`config.mk`:
```
export PLATFORM = sky130hd
export DESIGN_NAME = uriscv_lsu_mem_ctrl
export DESIGN_NICKNAME = d
export VERILOG_FILES = /design/src/rtl/uriscv_lsu_mem_ctrl.sv
export SDC_FILE = /design/constraint.sdc
export NUM_CORES = 1
export LEC_CHECK = 0
export BUFFER_PORTS_ARGS = -buffer_cell sky130_fd_sc_hd__buf_2
export CAP_MARGIN = 25
export CELL_PAD_IN_SITES_DETAIL_PLACEMENT = 0
export CELL_PAD_IN_SITES_GLOBAL_PLACEMENT = 1
export CORE_MARGIN = 2
export CORE_UTILIZATION = 35
export CTS_BUF_LIST = sky130_fd_sc_hd__clkbuf_8
export CTS_CLUSTER_SIZE = 16
export DETAILED_ROUTE_END_ITERATION = 12
export PLACE_DENSITY_LB_ADDON = 0.1
export SLEW_MARGIN = 10
export SYNTH_ARGS = -nofsm -noshare
export SYNTH_HDL_FRONTEND = slang
export SYNTH_SLANG_ARGS = --single-unit
```
`constraint.sdc`:
```
create_clock -name clk_i -period 1.7 [get_ports clk_i]
set_input_delay 0 -clock clk_i [delete_from_list [all_inputs] [get_ports clk_i]]
set_output_delay 0 -clock clk_i [all_outputs]
set_load 0.02 [all_outputs]
```
`src/rtl/uriscv_lsu_mem_ctrl.sv`:
```
// rtl/uriscv_lsu_mem_ctrl.sv - LSU bus sequencer with load alignment/extension and fault reporting
// Optional access timeout enabled by defining URISCV_LSU_TIMEOUT_EN.
module uriscv_lsu_mem_ctrl #(
  parameter int unsigned TIMEOUT_CYCLES = 256
) (
  input  logic        clk_i,
  input  logic        rst_n_i,
  input  logic        req_valid_i,
  input  logic [2:0]  req_funct3_i,
  input  logic [4:0]  req_rd_i,
  input  logic        mem_rd_i,
  input  logic [3:0]  mem_wr_i,
  input  logic [31:0] mem_addr_i,
  input  logic [31:0] mem_data_i,
  input  logic        mem_misaligned_i,
  output logic [31:0] bus_addr_o,
  output logic [31:0] bus_data_wr_o,
  output logic        bus_rd_o,
  output logic [3:0]  bus_wr_o,
  input  logic        bus_accept_i,
  input  logic        bus_ack_i,
  input  logic        bus_error_i,
  input  logic [31:0] bus_data_rd_i,
  output logic        busy_o,
  output logic        wb_valid_o,
  output logic [4:0]  wb_rd_o,
  output logic [31:0] wb_data_o,
  output logic        fault_o,
  output logic [3:0]  fault_cause_o,
  output logic [31:0] fault_addr_o
);

  typedef enum logic [1:0] {ST_IDLE, ST_REQ, ST_WAIT} state_t;

  state_t      r_state;
  logic [31:0] r_addr;
  logic [2:0]  r_funct3;
  logic [4:0]  r_rd;
  logic        r_is_load;

  logic        w_issue;
  logic        w_done;
  logic        w_abort;
  logic        w_timeout;
  logic [31:0] w_load_data;
  logic [7:0]  w_byte;
  logic [15:0] w_half;

`ifdef URISCV_LSU_TIMEOUT_EN
  localparam int unsigned CNT_W = (TIMEOUT_CYCLES > 2) ? $clog2(TIMEOUT_CYCLES) : 1;
  localparam logic [CNT_W-1:0] TMO_LAST = CNT_W'(TIMEOUT_CYCLES - 1);
  logic [CNT_W-1:0] r_tmo_cnt;
  assign w_timeout = (r_tmo_cnt == TMO_LAST);
`else
  assign w_timeout = 1'b0;
`endif

  assign busy_o  = (r_state != ST_IDLE);
  assign w_issue = req_valid_i && (r_state == ST_IDLE) && (mem_rd_i || (|mem_wr_i));
  assign w_done  = ((r_state == ST_REQ) && bus_accept_i && bus_ack_i) ||
                   ((r_state == ST_WAIT) && bus_ack_i);
  assign w_abort = busy_o && !w_done && w_timeout;

  always_comb begin
    w_byte = 8'h00;
    case (r_addr[1:0])
      2'd0:    w_byte = bus_data_rd_i[7:0];
      2'd1:    w_byte = bus_data_rd_i[15:8];
      2'd2:    w_byte = bus_data_rd_i[23:16];
      default: w_byte = bus_data_rd_i[31:24];
    endcase
    w_half = r_addr[1] ? bus_data_rd_i[31:16] : bus_data_rd_i[15:0];
    case (r_funct3)
      3'b000:  w_load_data = {{24{w_byte[7]}}, w_byte};
      3'b001:  w_load_data = {{16{w_half[15]}}, w_half};
      3'b100:  w_load_data = {24'h0, w_byte};
      3'b101:  w_load_data = {16'h0, w_half};
      default: w_load_data = bus_data_rd_i;
    endcase
  end

  always_ff @(posedge clk_i or negedge rst_n_i) begin
    if (!rst_n_i) begin
      r_state       <= ST_IDLE;
      r_addr        <= '0;
      r_funct3      <= '0;
      r_rd          <= '0;
      r_is_load     <= 1'b0;
      bus_addr_o    <= '0;
      bus_data_wr_o <= '0;
      bus_rd_o      <= 1'b0;
      bus_wr_o      <= '0;
      wb_valid_o    <= 1'b0;
      wb_rd_o       <= '0;
      wb_data_o     <= '0;
      fault_o       <= 1'b0;
      fault_cause_o <= '0;
      fault_addr_o  <= '0;
`ifdef URISCV_LSU_TIMEOUT_EN
      r_tmo_cnt     <= '0;
`endif
    end else begin
      wb_valid_o <= 1'b0;
      fault_o    <= 1'b0;
      if (busy_o) begin
`ifdef URISCV_LSU_TIMEOUT_EN
        r_tmo_cnt <= r_tmo_cnt + 1'b1;
`endif
        if (w_done || w_abort) begin
          r_state  <= ST_IDLE;
          bus_rd_o <= 1'b0;
          bus_wr_o <= '0;
          if (w_abort || bus_error_i) begin
            fault_o       <= 1'b1;
            fault_cause_o <= r_is_load ? 4'd5 : 4'd7;
            fault_addr_o  <= r_addr;
          end else if (r_is_load) begin
            wb_valid_o <= 1'b1;
            wb_rd_o    <= r_rd;
            wb_data_o  <= w_load_data;
          end
        end else if ((r_state == ST_REQ) && bus_accept_i) begin
          r_state  <= ST_WAIT;
          bus_rd_o <= 1'b0;
          bus_wr_o <= '0;
        end
      end else if (w_issue) begin
        if (mem_misaligned_i) begin
          fault_o       <= 1'b1;
          fault_cause_o <= mem_rd_i ? 4'd4 : 4'd6;
          fault_addr_o  <= mem_addr_i;
        end else begin
          r_state       <= ST_REQ;
          r_addr        <= mem_addr_i;
          r_funct3      <= req_funct3_i;
          r_rd          <= req_rd_i;
          r_is_load     <= mem_rd_i;
          bus_addr_o    <= {mem_addr_i[31:2], 2'b00};
          bus_data_wr_o <= mem_data_i;
          bus_rd_o      <= mem_rd_i;
          bus_wr_o      <= mem_rd_i ? 4'b0000 : mem_wr_i;
`ifdef URISCV_LSU_TIMEOUT_EN
          r_tmo_cnt     <= '0;
`endif
        end
      end
    end
  end

endmodule

```
**Word-level counts from Yosys, hierarchy flattened**

Index checks and enable logic that the tools add are counted.

- Register bits after elaboration: 185
- Input bits: 116
- Output and inout port bits: 145
- Logic and storage cells: 87

- Equal/unequal tests: 11
- Muxes and demuxes: 40
- Bitwise logic cells: 3
- Reductions and logical operators: 18

Operators with widths:

| kind | count |
|---|---|
| 32-bit 2-to-1 mux | 5 |
| 32-bit case mux with 4 select lines | 1 |
| 4-bit 2-to-1 mux | 11 |
| 8-bit case mux with 3 select lines | 1 |
| 16-bit 2-to-1 mux | 1 |
| 1-bit 2-to-1 mux | 14 |
| 2-bit 2-to-1 mux | 7 |
| 4-bit AND reduction | 2 |
| 3-bit equality test, second input constant | 2 |
| 3-bit AND reduction | 2 |
| 2-bit nonzero test | 3 |
| 1-bit logical AND | 5 |
| 2-bit by 1-bit equality test with 1-bit output, second input constant | 2 |
| 2-bit equality test, second input constant | 2 |
| 2-bit logical NOT | 2 |
| 2-bit by 1-bit != test with 1-bit output, second input constant | 2 |
| 4-bit OR reduction | 1 |
| 3-bit by 1-bit equality test with 1-bit output, second input constant | 1 |
| 3-bit logical NOT | 1 |
| 3-bit by 1-bit != test with 1-bit output, second input constant | 1 |
| 1-bit NOT | 3 |
| 1-bit logical OR | 2 |
| 2-bit != test, second input constant | 1 |

**Depth between registers and ports, before layout**

Gate-level depths: netlist of the first run.

- Word-level depth: 6
- Depth in mapped cells: 7
- Depth with buffers taken out: 5

**Least setup slack after synthesis of the first run**

No wires, ideal clock.

- Path kind: reg2reg
- Start: register r_addr[1]
- End: register wb_data_o[10]
- Arrival: 1631 ps
- Setup slack: -18 ps
- Stages on the path, launching flop included: 6
- Path buffers: 2
- Period minus slack after synthesis: 1718 ps
- Path through: dfrtp_1 clkbuf_1 buf_2 mux2_2 o311a_1 a22oi_1

- Cells in the longest elaborated chain, start to end: 3

Ends and longest elaborated chain:

| item | RTL line | text |
|---|---|---|
| start: declaration | 36 | `logic [31:0] r_addr;` |
| start signal: assignment | 134 | `r_addr <= mem_addr_i;` |
| 2-bit equality test, or another cell as far along | 66 | `case (r_addr[1:0])` |
| 8-bit case mux with 3 select lines | 66 |  |
| 32-bit case mux with 4 select lines * | 73 | `case (r_funct3)` |
| end signal: assignment | 120 | `wb_data_o <= w_load_data;` |
| end: declaration | 27 | `output logic [31:0] wb_data_o,` |

Mark *: on every way between the ends. The rest lies on a longest branch, timed or not.
A chain may end at the register's enable or synchronous reset.

**Worst setup path in the final report of the first run**

- Start: register r_state[1]
- End: register bus_data_wr_o[3]

- Cells in the longest elaborated chain, start to end: 4

Ends and longest elaborated chain:

| item | RTL line | text |
|---|---|---|
| start: declaration | 35 | `state_t r_state;` |
| start signal: assignment | 84 | `r_state <= ST_IDLE;` |
| start signal: assignment | 110 | `r_state <= ST_IDLE;` |
| start signal: assignment | 123 | `r_state <= ST_WAIT;` |
| 2-bit logical NOT | 59 | `assign w_issue = req_valid_i && (r_state == ST_IDLE) && (mem_rd_i \|\| (\|mem_wr_i));` |
| 1-bit logical AND (2 in a row) | 59 |  |
| 3-bit AND reduction (no line) * | -- |  |
| end signal: assignment | 139 | `bus_data_wr_o <= mem_data_i;` |
| end: declaration | 17 | `output logic [31:0] bus_data_wr_o,` |

Marks and branches as above.

==> summary.txt, run 1 <==
Run status
  – Outcome: finished, final reports clean

Timing
  – Slew Limit Fails: 0
  – Fin Clk Skew: 0.00816 ns
  – Post-route setup TNS: 0 ns
  – RSZ-0062 raised after global routing: true
  – Final Critical Period: 1.63 ns
  – Final period util: 96.2%
  – Final hold vios: 0
  – Final setup viols: 0
  – Max Freq: 612 MHz
  – Setup ws final: 0.0651 ns

Worst hold path
  – Worst Hold Class: input pin to async pin

Worst setup path
  – Crit Path Class: register to register
  – Critical-path maximum fanout: 40
  – R2R depth: 5
  – Crit path to: bus_data_wr_o[3]
  – Worst reg2reg endpoint: bus_data_wr_o[3]
  – Reg2Reg Setup Slack: 0.07 ns
  – Endpoint class of the critical path: register
  – CP required: 2.03 ns
  – Startpoint types: register
  – Origin of the worst setup path: r_state[1]
  – Worst R2R Start: r_state[1]
  – WP data arrival: 1.97 ns

Route
  – Via density: 4.74
  – Total wire length: 20500 um
  – DRC viols: 0
  – Routed WL per cell: 16.7 um
  – Initial drt markers: 175
  – Vias: 5807
  – Initial DRT Pass Iterations: 4
  – Final ANT Viol Nets: 0

Synthesis
  – FFs w/ async S/R, synth: 100%
  – Synth cell types: 37
  – Avg Cell Area, Syn: 11.9 um^2
  – Gate Count Post-Synth: 588
  – Yosys warns: 0
  – Number of flops mapped to enable cells by yosys: 0
  – Post-synthesis sequential area ratio: 55.0%
  – FF+latch count, synth: 154
  – Syn Std Cell Area: 0.00700 mm^2
  – Synth Flop Type: dfrtp_1

Floorplan
  – Die H: 145 um
  – FP Rows: 51
  – Initial Util: 35.9%
  – Die area: 0.0212 mm^2
  – Core Area: 0.0195 mm^2
  – Die Width: 145 um
  – I/O pin total: 261

Placed design
  – IO buf count: 257
  – Dpl ws: -0.0885 ns
  – DPL Wire Length: 14300 um
  – Final GP Congestion: 0.828
  – Area after DPL: 0.00854 mm^2

Clock network
  – Clock sink count: 154
  – Worst-case clock buffer depth: 2
  – Htree depth: 4
  – Clock-pin slew on the worst setup and hold paths: 0.09 ns
  – CTS buffer count: 17
  – Worst skew pair latency: 0.45 ns
  – Root Buffer: clkbuf_8
  – CTS tree: built

Pwr
  – Leakage: 4.85 nW
  – Pwr Density: 1790 mW/mm^2
  – Max VDD drop: 0.809 mV

Run
  – Max-Cap Viols: 0

Global routing
  – Pin count of the biggest net entering global routing: 47
  – Vias in the first global route: 6255
  – Grt ovf: 0
  – First-pass GRT wire length: 33000 um
  – Global Route Usage Sum: 19.3%
  – Initial antenna violation count: 1

Layout
  – Commonest non-fill, non-tap cell in the layout: buf_2
  – Layout cell share with drive strength beyond 1: 44.8%
  – Core Util, Final: 52.5%
  – Most frequent cells in the layout: 256 x buf_2, 153 x dfrtp_1, 114 x dlygate4sd3_1
  – Area grow syn2layout: 46.5%
  – Fin area: 0.0103 mm^2
  – Final net count: 1063
[state kept, by name, summed over array words and instances (netlist names)]
register / count
r_rd: 5
wb_data_o: 32
bus_data_wr_o: 32
bus_rd_o: 1
fault_cause_o: 3
fault_o: 1
r_state: 2
fault_addr_o: 32
bus_wr_o: 4
r_addr: 32
wb_rd_o: 5
r_funct3: 3
wb_valid_o: 1
r_is_load: 1
[report_power, final]
group          internal, W  switching (W)
Clock              0.00184        0.00146
Sequential         0.00535        0.00103
Combinational      0.00372        0.00494
[critical path, cell delays in order (launching register included)]
cell,delay [ns]
dfrtp_1,0.41
buf_4,0.15
nor2_4,0.19
o2111ai_4,0.20
buf_12,0.22
mux2_2,0.30
[how the worst min path moves through the flow]
stage / start / endpoint / depth (start not counted) / slack [ns]
2_1_floorplan: rst_n_i / bus_data_wr_o[0] / 0 / -0.30
3_3_place_gp: rst_n_i / bus_data_wr_o[4] / 1 / -0.04
3_5_place_dp: rst_n_i / bus_data_wr_o[12] / 1 / -0.03
4_1_cts: rst_n_i / bus_data_wr_o[4] / 2 / 0.03
5_1_grt: rst_n_i / bus_data_wr_o[4] / 2 / 0.06
6_report: rst_n_i / bus_data_wr_o[4] / 2 / 0.04
[final cells by class]
type | count | area (um^2)
well taps | 265 | 332
clock inverters | 13 | 215
clock buffers | 19 | 262
repair buffers | 411 | 2850
inverters | 11 | 43.8
diodes | 1 | 2.50
fillers | 1818 | 9270
flip-flops and latches | 154 | 3850
multi-input cells | 352 | 2700
[synth_stat cells (2+ instances only)]
| master | number | area share, % |
|---|---|---|
| inv_2 | 2 | 0.11 |
| nor2b_1 | 2 | 0.18 |
| buf_4 | 33 | 3.5 |
| buf_2 | 12 | 0.86 |
| nand2_1 | 43 | 2.3 |
| clkbuf_1 | 18 | 0.96 |
| buf_6 | 7 | 1.1 |
| o21ai_0 | 31 | 2.2 |
| nor2_1 | 2 | 0.11 |
| a21oi_1 | 53 | 3.8 |
| mux2i_1 | 47 | 6.7 |
| dfrtp_1 | 154 | 55 |
| mux2_2 | 87 | 14 |
| o211ai_1 | 16 | 1.7 |
| a22o_1 | 2 | 0.25 |
| a22oi_1 | 10 | 1.1 |
| buf_1 | 2 | 0.11 |
| nand2b_1 | 4 | 0.36 |
| nand3b_1 | 2 | 0.21 |
| nor3_1 | 33 | 2.4 |
| a21o_1 | 4 | 0.43 |
| inv_1 | 9 | 0.48 |
[per-stage QoR]
stage          instances  hold WS [ns]  total power, W
6_report            1226        0.0431          0.0184
2_1_floorplan        590        -0.296          0.0123
5_1_grt             1226        0.0569          0.0195
4_1_cts             1221        0.0299          0.0185
3_3_place_gp        1075       -0.0352          0.0147
3_5_place_dp        1075       -0.0318          0.0149
[metal layers]
layer  global-route usage (%)  share of wire (%)
met4                     5.20                1.1
met5                        0                  0
met1                     23.8                 41
met2                     33.0                 51
met3                     5.92                6.8
[cell families after synthesis]
group | Yosys count | share of synthesized area, %
buf+inv | 84 | 7.26
mux | 134 | 20.7
compound gates | 126 | 11.1
flops | 154 | 55.0
simple gates | 89 | 5.86
other cells | 1 | 0.0536
[what timing repair did]
item                                   CTS  global route
gates cloned                             0             1
pin swaps                                0             4
setup buffers                            0             3
setup endpoints to repair                5            56
gates resized for setup                  2            12
hold buffers                           114             0
endpoints found under the hold margin  298             0
Power figures use the tool's default switching activity.
==> run 2: changes to the inputs <==
- GPL_ROUTABILITY_DRIVEN: default -> 0
- HOLD_SLACK_MARGIN: default -> 0.1
- clock period: 1.7 -> 1.5 ns (I/O delays scaled with it)
==> run 2 against run 1 <==
The flow now finishes with violations (setup timing). Clock-buffer cell count is 1 lower. Clock skew is 0.0063 ns higher. Via count is 5.4% higher. Total power is 24% higher. Flip-flop and latch count stayed put. Highest routed layer unchanged. Routed wire length is 11% higher. Non-clock buffer count is 47 higher. Global-route usage is 1.0 points higher. Sequential power is 14% higher. Critical path depth is 2 higher. Worst hold slack better by 0.15 ns.
==> summary.txt, run 2 (synthesized netlist as in run 1, its figures left out) <==
Route
  – Via density: 4.82
  – Total wire length: 22700 um
  – DRC viols: 0
  – Initial drt markers: 241
  – Final ANT Viol Nets: 0
  – Vias: 6120
  – Initial DRT Pass Iterations: 6
  – Routed WL per cell: 17.9 um

Placed design
  – Dpl ws: -0.281 ns
  – IO buf count: 257
  – DPL Wire Length: 14600 um
  – Area after DPL: 0.00873 mm^2

Layout
  – Fin area: 0.0113 mm^2
  – Area grow syn2layout: 61.5%
  – Final net count: 1110
  – # fillers: 1705
  – Ant diodes: 0
  – Layout cell share with drive strength beyond 1: 51.5%
  – Core Util, Final: 57.9%
  – Most frequent cells in the layout: 255 x buf_2, 152 x dfrtp_1, 115 x dlygate4sd3_1
  – Commonest non-fill, non-tap cell in the layout: buf_2

Pwr
  – Flop pwr share: 32.0%
  – P_sw: 0.00908 W
  – Combinational power share: 52.3%
  – Max VDD drop: 0.723 mV
  – Sw Ratio: 39.9%
  – Pwr Density: 2010 mW/mm^2
  – Clk pwr share: 15.7%
  – Total power: 0.0227 W
  – Leakage: 5.31 nW
  – Internal: 0.0136 W

Floorplan
  – Die area: 0.0212 mm^2
  – I/O pin total: 261
  – Die H: 145 um
  – Die Width: 145 um
  – FP Rows: 51
  – Initial Util: 35.9%
  – Core Area: 0.0195 mm^2

Timing
  – Fin Clk Skew: 0.0145 ns
  – Final hold vios: 0
  – RSZ-0062 raised after global routing: true
  – Final Hold Slack: 0.188 ns
  – Final setup viols: 144
  – Setup ws final: -0.217 ns
  – Final period util: 114%
  – Max Freq: 582 MHz
  – Slew Limit Fails: 0
  – Final Critical Period: 1.72 ns

Run status
  – Outcome: finished with violations
  – Violated checks: setup timing

Clock network
  – Clock-pin slew on the worst setup and hold paths: 0.08 ns
  – Worst skew pair latency: 0.44 ns
  – Root Buffer: clkbuf_8
  – Worst-case clock buffer depth: 2
  – Htree depth: 4
  – CTS tree: built
  – CTS buffer count: 17
  – Clock sink count: 154

Global routing
  – Met2 Use GR: 36.8%
  – Vias in the first global route: 6453
  – Global Route Usage Sum: 20.3%
  – Initial antenna violation count: 0
  – Pin count of the biggest net entering global routing: 43
  – Met1 Use GR: 24.5%
  – Met3 usage: 4.36%
  – Grt ovf: 0
  – First-pass GRT wire length: 34200 um
  – Gr busiest metal: met2

Worst setup path
  – R2R depth: 7
  – WP data arrival: 2.05 ns
  – Critical-path maximum fanout: 6
  – CP required: 1.83 ns
  – Startpoint types: register
  – Crit Path Class: register to register
  – Endpoint class of the critical path: register

Worst hold path
  – Worst Hold Class: input pin to register
  – Hold path cells: 4

Run
  – Max-Cap Viols: 0
run 2: changes by cell type in the layout (fill, tap and decap cells not counted), sizes merged:
cell         delta
clkinvlp        -1
inv             -1
diode           -1
buf            +39
clkbuf          +6
dlygate4sd3     +1
run 2: cell type report:
class	count	area, um^2	area share [%]
multi-input cells	352	2910	25.8
clock inverters	11	196	1.74
flip-flops and latches	154	3860	34.1
well taps	265	332	2.93
clock buffers	18	248	2.19
repair buffers	458	3720	32.9
inverters	11	43.8	0.387
run 2: timing repair:
item	4_1_cts	5_1_grt
gates resized for setup	57	49
endpoints found under the hold margin	298	0
buffers inserted	18	9
setup endpoints to repair	152	151
hold buffers	115	0
pin swaps	2	5
gates cloned	8	11
run 2: power groups by stage:
stage	Combinational (W)	Sequential, W	Clock [W]
floorplan	0.00545	0.00879	0
global placement	0.00977	0.00724	0
detailed placement	0.00994	0.00732	0
CTS	0.0111	0.00724	0.00367
global route	0.0127	0.00752	0.00383
finish	0.0119	0.00727	0.00356
run 2: critical path, cell delays in order (launching register included):
cell and delay [ns]:
dfrtp_2 0.42, buf_4 0.14, nor2_4 0.14, o2111ai_4 0.20, buf_12 0.22, buf_4 0.14, o211a_4 0.16, a22o_1 0.19
run 2: path summary, 6_finish.rpt:
check | start | endpoint | slack, ns
setup reg to reg | r_state[1] | bus_rd_o | -0.22
hold / removal | bus_error_i | wb_data_o[7] | 0.19
hold reg to reg | r_rd[3] | wb_rd_o[3] | 0.46
setup / recovery | r_state[1] | bus_rd_o | -0.22
min in group asynchronous | rst_n_i | fault_addr_o[11] | 0.59
max in group asynchronous | rst_n_i | r_state[0] | 0.30
run 2: per-stage QoR:
| stage | setup TNS, ns | cells |
|---|---|---|
| finish | -17.93 | 1269 |
| global route | -28.42 | 1269 |
| CTS | -11.52 | 1251 |
| detailed placement | -29.51 | 1082 |
| global placement | -24.37 | 1082 |
| floorplan | -6.83 | 590 |
run 2: metal layers:
| metal | wire length [um] | up-vias |
|---|---|---|
| met5 | 0 | - |
| met4 | 387 | 0 |
| met3 | 953 | 24 |
| met2 | 11900 | 180 |
| met1 | 9430 | 3047 |
| li1 | - | 2869 |
